$ cat config.mk
export PLATFORM = sky130hd
export DESIGN_NAME = de_pipe_reg
export DESIGN_NICKNAME = d
export VERILOG_FILES = /design/src/rtl/de_pipe_reg.sv
export SDC_FILE = /design/constraint.sdc
export NUM_CORES = 1
export LEC_CHECK = 0
export ABC_AREA = 1
export CAP_MARGIN = 20
export CORE_AREA = 10 10 155 157
export CTS_BUF_LIST = sky130_fd_sc_hd__clkbuf_16
export DETAILED_ROUTE_END_ITERATION = 6
export DIE_AREA = 0 0 165 167
export PLACE_DENSITY_LB_ADDON = 0.08
export SKIP_LAST_GASP = 1
export SLEW_MARGIN = 0
export SYNTH_ARGS = -nofsm -noshare
export SYNTH_HDL_FRONTEND = slang
export SYNTH_SLANG_ARGS = --single-unit
$ cat constraint.sdc
create_clock -name clk -period 2.2 [get_ports clk]
set_clock_uncertainty 0.1 [all_clocks]
set_input_delay 0.44 -clock clk [delete_from_list [all_inputs] [get_ports clk]]
set_output_delay 0.44 -clock clk [all_outputs]
set_load 0.005 [all_outputs]
$ cat src/rtl/de_pipe_reg.sv
// D-to-E pipeline register for the 5-stage MIPS core.
// Captures the D-stage instruction, PC, forwarded operands and immediate.
// Inserts bubbles on stall and freezes on hold.
// Precomputes the E-stage write address and result timing so downstream
// hazard/forwarding logic never has to re-decode the instruction.
module de_pipe_reg #(
  parameter logic [31:0] RESET_PC = 32'h0000_3000,
  parameter int          CNT_W    = 16
) (
  input  logic             clk,
  input  logic             reset,
  input  logic             stall,
  input  logic             hold,
  input  logic [31:0]      instr_D,
  input  logic [31:0]      pc_D,
  input  logic [31:0]      rs_data_D,
  input  logic [31:0]      rt_data_D,
  input  logic [31:0]      ext_D,
  output logic [31:0]      instr_E,
  output logic [31:0]      pc_E,
  output logic [31:0]      pc8_E,
  output logic [31:0]      rs_data_E,
  output logic [31:0]      rt_data_E,
  output logic [31:0]      ext_E,
  output logic [4:0]       a3_E,
  output logic [1:0]       tnew_E,
  output logic             bubble_E,
  output logic [CNT_W-1:0] bubble_cnt
);

  localparam logic [5:0] OP_RTYPE  = 6'b000000;
  localparam logic [5:0] OP_REGIMM = 6'b000001;
  localparam logic [5:0] OP_JAL    = 6'b000011;
  localparam logic [5:0] OP_ADDI   = 6'b001000;
  localparam logic [5:0] OP_SLTI   = 6'b001010;
  localparam logic [5:0] OP_SLTIU  = 6'b001011;
  localparam logic [5:0] OP_ANDI   = 6'b001100;
  localparam logic [5:0] OP_ORI    = 6'b001101;
  localparam logic [5:0] OP_XORI   = 6'b001110;
  localparam logic [5:0] OP_LUI    = 6'b001111;
  localparam logic [5:0] OP_LB     = 6'b100000;
  localparam logic [5:0] OP_LW     = 6'b100011;

  localparam logic [5:0] FN_SLL    = 6'b000000;
  localparam logic [5:0] FN_SRL    = 6'b000010;
  localparam logic [5:0] FN_SRA    = 6'b000011;
  localparam logic [5:0] FN_SLLV   = 6'b000100;
  localparam logic [5:0] FN_SRLV   = 6'b000110;
  localparam logic [5:0] FN_JALR   = 6'b001001;
  localparam logic [5:0] FN_MOVZ   = 6'b001010;
  localparam logic [5:0] FN_ADD    = 6'b100000;
  localparam logic [5:0] FN_ADDU   = 6'b100001;
  localparam logic [5:0] FN_SUB    = 6'b100010;
  localparam logic [5:0] FN_SUBU   = 6'b100011;
  localparam logic [5:0] FN_AND    = 6'b100100;
  localparam logic [5:0] FN_OR     = 6'b100101;
  localparam logic [5:0] FN_XOR    = 6'b100110;
  localparam logic [5:0] FN_NOR    = 6'b100111;
  localparam logic [5:0] FN_SLT    = 6'b101010;

  localparam logic [4:0] RT_BLTZAL = 5'b10000;
  localparam logic [4:0] RT_BGEZAL = 5'b10001;
  localparam logic [4:0] REG_RA    = 5'd31;

  logic [5:0]       w_op;
  logic [5:0]       w_funct;
  logic [4:0]       w_rt;
  logic [4:0]       w_rd;
  logic [4:0]       w_a3;
  logic [1:0]       w_tnew;

  logic [31:0]      r_instr;
  logic [31:0]      r_pc;
  logic [31:0]      r_rs;
  logic [31:0]      r_rt;
  logic [31:0]      r_ext;
  logic [4:0]       r_a3;
  logic [1:0]       r_tnew;
  logic             r_bubble;
  logic [CNT_W-1:0] r_cnt;

  assign w_op    = instr_D[31:26];
  assign w_funct = instr_D[5:0];
  assign w_rt    = instr_D[20:16];
  assign w_rd    = instr_D[15:11];

  // Decode destination register and result latency of the D instruction; no destination means nothing to wait for
  always_comb begin
    w_a3   = 5'd0;
    w_tnew = 2'd0;
    case (w_op)
      OP_RTYPE: begin
        case (w_funct)
          FN_ADDU, FN_ADD, FN_SUBU, FN_SUB, FN_AND, FN_OR, FN_XOR, FN_NOR,
          FN_SLT, FN_SLL, FN_SLLV, FN_SRL, FN_SRLV, FN_SRA: begin
            w_a3   = w_rd;
            w_tnew = 2'd1;
          end
          FN_JALR: begin
            w_a3   = w_rd;
            w_tnew = 2'd0;
          end
          FN_MOVZ: begin
            w_a3   = (rt_data_D == 32'd0) ? w_rd : 5'd0;
            w_tnew = 2'd1;
          end
          default: begin
            w_a3   = 5'd0;
            w_tnew = 2'd0;
          end
        endcase
      end
      OP_ADDI, OP_SLTI, OP_SLTIU, OP_ANDI, OP_ORI, OP_XORI, OP_LUI: begin
        w_a3   = w_rt;
        w_tnew = 2'd1;
      end
      OP_LW, OP_LB: begin
        w_a3   = w_rt;
        w_tnew = 2'd2;
      end
      OP_JAL: begin
        w_a3   = REG_RA;
        w_tnew = 2'd0;
      end
      OP_REGIMM: begin
        if ((w_rt == RT_BGEZAL) || (w_rt == RT_BLTZAL)) begin
          w_a3 = REG_RA;
        end
        w_tnew = 2'd0;
      end
      default: begin
        w_a3   = 5'd0;
        w_tnew = 2'd0;
      end
    endcase
    if (w_a3 == 5'd0) begin
      w_tnew = 2'd0;
    end
  end

  // Pipeline register: reset beats hold, hold beats stall, stall inserts a counted bubble keeping the D PC
  always_ff @(posedge clk) begin
    if (reset) begin
      r_instr  <= 32'd0;
      r_pc     <= RESET_PC;
      r_rs     <= 32'd0;
      r_rt     <= 32'd0;
      r_ext    <= 32'd0;
      r_a3     <= 5'd0;
      r_tnew   <= 2'd0;
      r_bubble <= 1'b1;
      r_cnt    <= '0;
    end else if (hold) begin
      r_instr  <= r_instr;
    end else if (stall) begin
      r_instr  <= 32'd0;
      r_pc     <= pc_D;
      r_rs     <= 32'd0;
      r_rt     <= 32'd0;
      r_ext    <= 32'd0;
      r_a3     <= 5'd0;
      r_tnew   <= 2'd0;
      r_bubble <= 1'b1;
      if (r_cnt != {CNT_W{1'b1}}) begin
        r_cnt <= r_cnt + CNT_W'(1);
      end
    end else begin
      r_instr  <= instr_D;
      r_pc     <= pc_D;
      r_rs     <= rs_data_D;
      r_rt     <= rt_data_D;
      r_ext    <= ext_D;
      r_a3     <= w_a3;
      r_tnew   <= w_tnew;
      r_bubble <= 1'b0;
    end
  end

  assign instr_E    = r_instr;
  assign pc_E       = r_pc;
  assign pc8_E      = r_pc + 32'd8;
  assign rs_data_E  = r_rs;
  assign rt_data_E  = r_rt;
  assign ext_E      = r_ext;
  assign a3_E       = r_a3;
  assign tnew_E     = r_tnew;
  assign bubble_E   = r_bubble;
  assign bubble_cnt = r_cnt;

endmodule

==> metrics.txt, run 1 <==
class of the worst hold path=register to register; Hold Path Depth=2; Skew-Pair Late Insertion Delay=0.43 ns; Cell Area, Synth=7590 um^2; Vias/cell=around 4.7; Final nets=1673; Least-Margin Pin Slew=about 0.76 ns; Max Transition Viols Final=0; relative slew slack=49.1%; DR WL/cell=16.8 um; IO Port Bufs=379; multi-input logic area=3630 um^2; CP Data Arrival Time=2.29 ns; GRT Total Usage=a little over a fifth; RSZ-0062 raised after global routing=true; Horiz. Die Dim=165 um; Pre-antenna DRT Iters=4; maximum vdd drop=between 500 and 600 uV; CORE AREA=20800 um^2; ANT cells=0; RR Endpoint=bubble_cnt[9]; startpoint types=register; DR iter-0 viols=398; Yosys top cell by area=dfxtp_1; top post-synthesis cells by area=dfxtp_1 (49%), nand2_1 (17%), a21oi_1 (11%), nor2_1 (4.7%), clkbuf_1 (2.7%); Crit Path Max Fanout=3; IO Pins=380; endpoint class of the critical path=output port; Hold Path Sink=rs_data_E[26]; Leakage=slightly above 5 nW; DRC errors left=0; min Tclk post-route=2.83 ns; DP Worst Slack=-0.602 ns; Final WS setup=-0.627 ns; vias in the first global route=8048; FILL cells=1878; Fin Hold WS=0.359 ns; Hold Crit Start=rs_data_E[26]; total detailed-routing wirelength=around 30000 um; routed via count=roughly 8400; max-cap viol count=0; num rows=53; Post-DP HPWL=approximately 23000 um; CTS H-tree depth=4; Final ANT Viol Nets=0; fmax=354 MHz; synth-to-layout area growth=73.3%; Yosys reg bits=184; status=finished with violations; syn_area_per_cell=roughly 7.3 um^2; Final TNS setup=-9.62 ns; initial antenna violation count=0; failing checks=setup timing; library cells used by synthesis=35; CP required=1.66 ns; GR Overflow Total=0; Sink Count=184; yosys warns=0; TritonCTS buffer count=17; setup violators final=22; most frequent cells in the layout=clkdlybuf4s50_1 (350), nand2_1 (334), dfxtp_1 (181); commonest non-fill, non-tap cell in the layout=clkdlybuf4s50_1; Power Density=608 nW/um^2; crit share post-route=128%; CTS Buffer Depth=2; Seq/Total Area, Yosys=48.5%; Die Area=27600 um^2; R2R depth=11; Hold Violations, Final=0; Die H=~170 um; Seq. cell area=3690 um^2; Initial Utilization=a little over a third; synthesized instance count=1044; layout cell share with drive strength beyond 1=roughly 15%; CTS tree=yes; Reg clk slew, reported paths=0.07 ns; pin count of the biggest net entering global routing=147; net count after synthesis=1210; worst r2r src=bubble_cnt[0]; Worst R2R Setup Slack=0.25 ns; GP Congestion=between 0.8 and 0.9; Yosys top cell area share=48.5%; first-pass GRT wire length=45400 um; Crit Path Category=register to output port; Clock Tree Root=clkbuf_16
report_power, final:
part	switching, W	leakage (nW)	total [W]	internal, W
logic	0.000550	3.38	0.00130	0.000749
registers	0.0000824	1.51	0.00355	0.00346
clock network	0.00151	0.298	0.00315	0.00164
total	0.00214	5.19	0.00799	0.00585
cell families (layout without fill, tap and decap cells):
kind of cell             Yosys count  after routing  synth area share, %
AO/OA/AOI/OAI                    209            209                 14.0
XOR/XNOR                          29             29                 3.35
adder cells (fa/ha/maj)            2              2                0.330
buffers and inverters            111            587                 5.64
flip-flops                       184            184                 48.5
AND/OR/NAND/NOR                  509            509                 28.1
worst max-delay path: stages (launching register included):
cell and delay, ns:
dfxtp_4 0.37, ha_4 0.15, nand3_4 0.07, nor2_4 0.12, nand2_4 0.07, nor3_4 0.14, nand2_2 0.10, nor2_4 0.12
nand3_4 0.09, buf_4 0.15, nor4_4 0.14, xor2_1 0.18, buf_2 0.14
worst max path at each step:
stage          startpoint   endpoint  slack (ns)  cells past startpoint
2_1_floorplan     pc_E[3]  pc8_E[31]       -0.13                     12
3_3_place_gp      pc_E[5]  pc8_E[26]       -0.57                     12
3_5_place_dp      pc_E[3]  pc8_E[31]       -0.60                     13
4_1_cts           pc_E[4]  pc8_E[27]       -0.76                     13
5_1_grt           pc_E[4]  pc8_E[26]       -0.80                     12
6_report          pc_E[3]  pc8_E[29]       -0.63                     12
synth_stat cells:
cell type  number
a211oi_1        1
a21oi_1       163
a2bb2oi_1       1
a31oi_1         1
and2_1          1
buf_1           1
buf_4           3
clkbuf_1       55
dfxtp_1       184
ha_1            2
inv_1          49
inv_2           3
nand2_1       334
nand2_2         5
nand3_1        26
nand3_2         3
nand3_4         1
nand3b_1        2
nand4_1        11
nor2_1         96
nor2_2          6
nor2_4          3
nor3_1         10
nor3_2          1
nor3_4          1
nor3b_2         1
nor4_1          5
nor4_2          2
o211ai_1        1
o21a_1          2
o21ai_0        38
o21ai_1         2
or2_2           1
xnor2_1         9
xor2_1         20
layer usage:
| metal | wire [um] | vias up | global-route usage [%] |
|---|---|---|---|
| met5 | 0 | - | 0 |
| met4 | 443 | 0 | 5.86 |
| met3 | 3000 | 22 | 8.93 |
| met2 | 15100 | 250 | 36.3 |
| met1 | 11500 | 3823 | 22.3 |
| li1 | - | 4286 | - |
stage by stage:
stage	instance area [um^2]	power [W]	std cells	utilization, %
after floorplan	7610	0.00402	1044	-
after global placement	12400	0.00494	1740	59.3
after detailed placement	12400	0.00495	1740	59.3
after CTS	13000	0.00808	1787	62.6
after global routing	13100	0.00833	1795	63.1
final	13100	0.00799	1795	63.1
cell type report:
cell class | count | share of cell area [%]
Clock buffer | 17 | 3.24
Clock inverter | 15 | 1.36
Inverter | 52 | 1.48
Multi-Input combinational cell | 749 | 27.6
Sequential cell | 184 | 28.1
Tap cell | 275 | 2.62
Timing Repair Buffer | 503 | 35.6
flip-flops by register name (all words and copies together) (netlist names):
register / flops
rt_data_E: 32
pc_E: 32
bubble_E: 1
tnew_E: 2
ext_E: 32
bubble_cnt: 16
instr_E: 32
rs_data_E: 32
a3_E: 5
repair_timing:
| item | CTS | global route |
|---|---|---|
| hold buffers | 0 | 0 |
| endpoints found under the setup margin | 27 | 30 |
| endpoints found under the hold margin | 0 | 0 |
| setup buffers | 16 | 9 |
| pin swaps | 24 | 28 |
| cloned | 0 | 0 |
| gates resized for setup | 114 | 17 |
(Power assumes the default switching activity.)
==> inputs of run 2 (changes only) <==
Settings changed: CORE_AREA 10 10 155 157 to 10 10 140 142, DIE_AREA 0 0 165 167 to 0 0 150 152, DONT_BUFFER_PORTS from default to 1.
==> run 2 against run 1 <==
  * The run still ends with setup timing left
  * Maximum frequency is 1.2% higher
  * Power down 7.8%
  * Cell area is 26% lower
  * Global-route usage increased by 2.6 points
  * Clock-buffer cell count did not move
  * Critical path type unchanged
==> metrics.txt, run 2 (synthesis results as in run 1) <==
status=finished with violations; failing checks=setup timing; fmax=358 MHz (+1.2%); Final ANT Viol Nets=0 (unchanged); Hold Crit Start=stall; crit share post-route=127% (-1.6 points); Power Density=758 nW/um^2 (+25%); DR iter-0 viols=404 (+1.5%); Final Power=0.00737 W (-7.8%); Final nets=1298 (-22%); Max Transition Viols Final=0 (unchanged); first-pass GRT wire length=42000 um (-7.5%); CORE AREA=16900 um^2 (-19%); num rows=48 (-9.4%); Crit Path Category=register to output port; Final WS setup=-0.592 ns (+0.0342 ns); CTS H-tree depth=4 (unchanged); Post-DP HPWL=20100 um (-12%); Horiz. Die Dim=150 um (-9.1%); Non-Filler Instances=1372 (-24%); vias in the first global route=7067 (-12%); Pre-antenna DRT Iters=4 (unchanged); synth-to-layout area growth=28.1%; Hold Violations, Final=0 (unchanged); pin count of the biggest net entering global routing=177 (+20%); class of the worst hold path=input pin to register; GRT Total Usage=23.5% (+2.6 points); CP required=1.66 ns (about the same); switching share of total power=25.9% (-0.91 points); Clock Power Share=43.1% (+3.7 points); IO Pins=380 (unchanged); maximum vdd drop=522 uV (+2.3%); RSZ-0062 raised after global routing=true; Seq pwr share=48.9% (+4.5 points); P_sw=0.00191 W (-11%); Power Internal=0.00546 W (-6.7%); startpoint types=register; most frequent cells in the layout=nand2_1 (332), dfxtp_1 (181), a21oi_1 (162); setup violators final=21 (-4.5%); DP Worst Slack=-0.126 ns (+0.476 ns); Sink Count=184 (unchanged); DRC errors left=0 (unchanged); Placed Cells=1267 (-27%); worst r2r src=bubble_cnt[7]; max-cap viol count=0 (unchanged); Combinational Power Share=8.1% (-8.2 points); TritonCTS buffer count=17 (unchanged); Reg clk slew, reported paths=0.07 ns (about the same); Least-Margin Pin Slew=0.571 ns (-0.193 ns); GR Overflow Total=0 (unchanged); endpoint class of the critical path=output port; Crit Path Max Fanout=4 (+1); Die H=152 um (-9.0%); min Tclk post-route=2.79 ns (-0.0342 ns); CTS Buffer Depth=2 (unchanged); layout cell share with drive strength beyond 1=13.9% (-1.1 points); Initial Utilization=44.8% (+8.4 points); GP Congestion=0.862 (+1.4%); CTS tree=yes; routed via count=7135 (-15%); commonest non-fill, non-tap cell in the layout=nand2_1; Leakage=3.88 nW (-25%); Vias/cell=5.20 (+11%); IO Port Bufs=0 (-100%); Die Area=22800 um^2 (-17%); CP Data Arrival Time=2.25 ns (-0.04 ns); initial antenna violation count=1 (+1); total detailed-routing wirelength=28000 um (-6.9%); DR WL/cell=20.4 um (+22%); relative slew slack=61.8% (+13 points); Skew-Pair Late Insertion Delay=0.43 ns (about the same); Clock Tree Root=clkbuf_16; Setup crit start=pc_E[4]
-- run 2: final timing paths --
check | endpoint | slack [ns] | cells after the start
max | pc8_E[26] | -0.59 | 11
max reg2reg | bubble_cnt[12] | 0.29 | 6
min reg2reg | rs_data_E[12] | 0.39 | 2
min | bubble_E | 0.03 | 2
-- run 2: final cells by class --
| class | instances | area, um^2 |
|---|---|---|
| inverters | 52 | 195 |
| multi-input cells | 749 | 3750 |
| fillers | 1649 | 7210 |
| flip-flops and latches | 184 | 3690 |
| well taps | 225 | 282 |
| diodes | 2 | 5.00 |
| clock buffers | 17 | 425 |
| clock inverters | 15 | 186 |
| repair buffers | 128 | 1190 |
-- run 2: stage by stage --
stage	instance area (um^2)	hold WS [ns]	utilization (%)	TNS, ns
floorplan	7610	0.353	-	-0.125
global placement	8130	0.372	48.0	-0.170
detailed placement	8130	0.377	48.0	-0.408
CTS	9600	0.00459	56.7	-7.61
global route	9720	0.00521	57.4	-10.10
finish	9720	0.0286	57.4	-7.19
-- run 2: critical path: stages (launching register included) --
cell,delay [ns]
dfxtp_4,0.38
nand2_2,0.06
nor2_4,0.10
nand2_2,0.07
nor2_4,0.10
nand3_2,0.12
nor3_4,0.20
nand4_1,0.19
nor2_2,0.17
nand2_1,0.10
nor2_1,0.14
xor2_1,0.20
-- run 2: power by group through the flow --
stage          logic (W)  clock network, W  registers, W
6_report        0.000594           0.00317       0.00360
5_1_grt         0.000667           0.00338       0.00362
4_1_cts         0.000581           0.00324       0.00360
3_5_place_dp    0.000475                 0       0.00368
3_3_place_gp    0.000467                 0       0.00368
2_1_floorplan   0.000376                 0       0.00365
-- run 2: routing by layer --
layer | track usage, % | wire [um] | vias to the layer above | part of all wire (%)
met3 | 12.8 | 3690 | 33 | 13
met4 | 7.45 | 576 | 0 | 2.1
li1 | - | - | 3535 | -
met5 | 0 | 0 | - | 0
met2 | 40.4 | 14100 | 288 | 50
met1 | 23.7 | 9630 | 3279 | 34
-- run 2: what timing repair did --
| item | CTS | global route |
|---|---|---|
| gates resized for setup | 30 | 18 |
| buffers inserted | 12 | 4 |
| setup endpoints to repair | 21 | 25 |
| pin swaps | 13 | 4 |
| hold buffers | 58 | 0 |
| hold endpoints to repair | 145 | 0 |
==> inputs of run 3 (changes only) <==
Settings changed: CTS_CLUSTER_DIAMETER from default to 150.
==> results of run 3 <==
Final layout, timing and power as in run 2 (identical DEF).
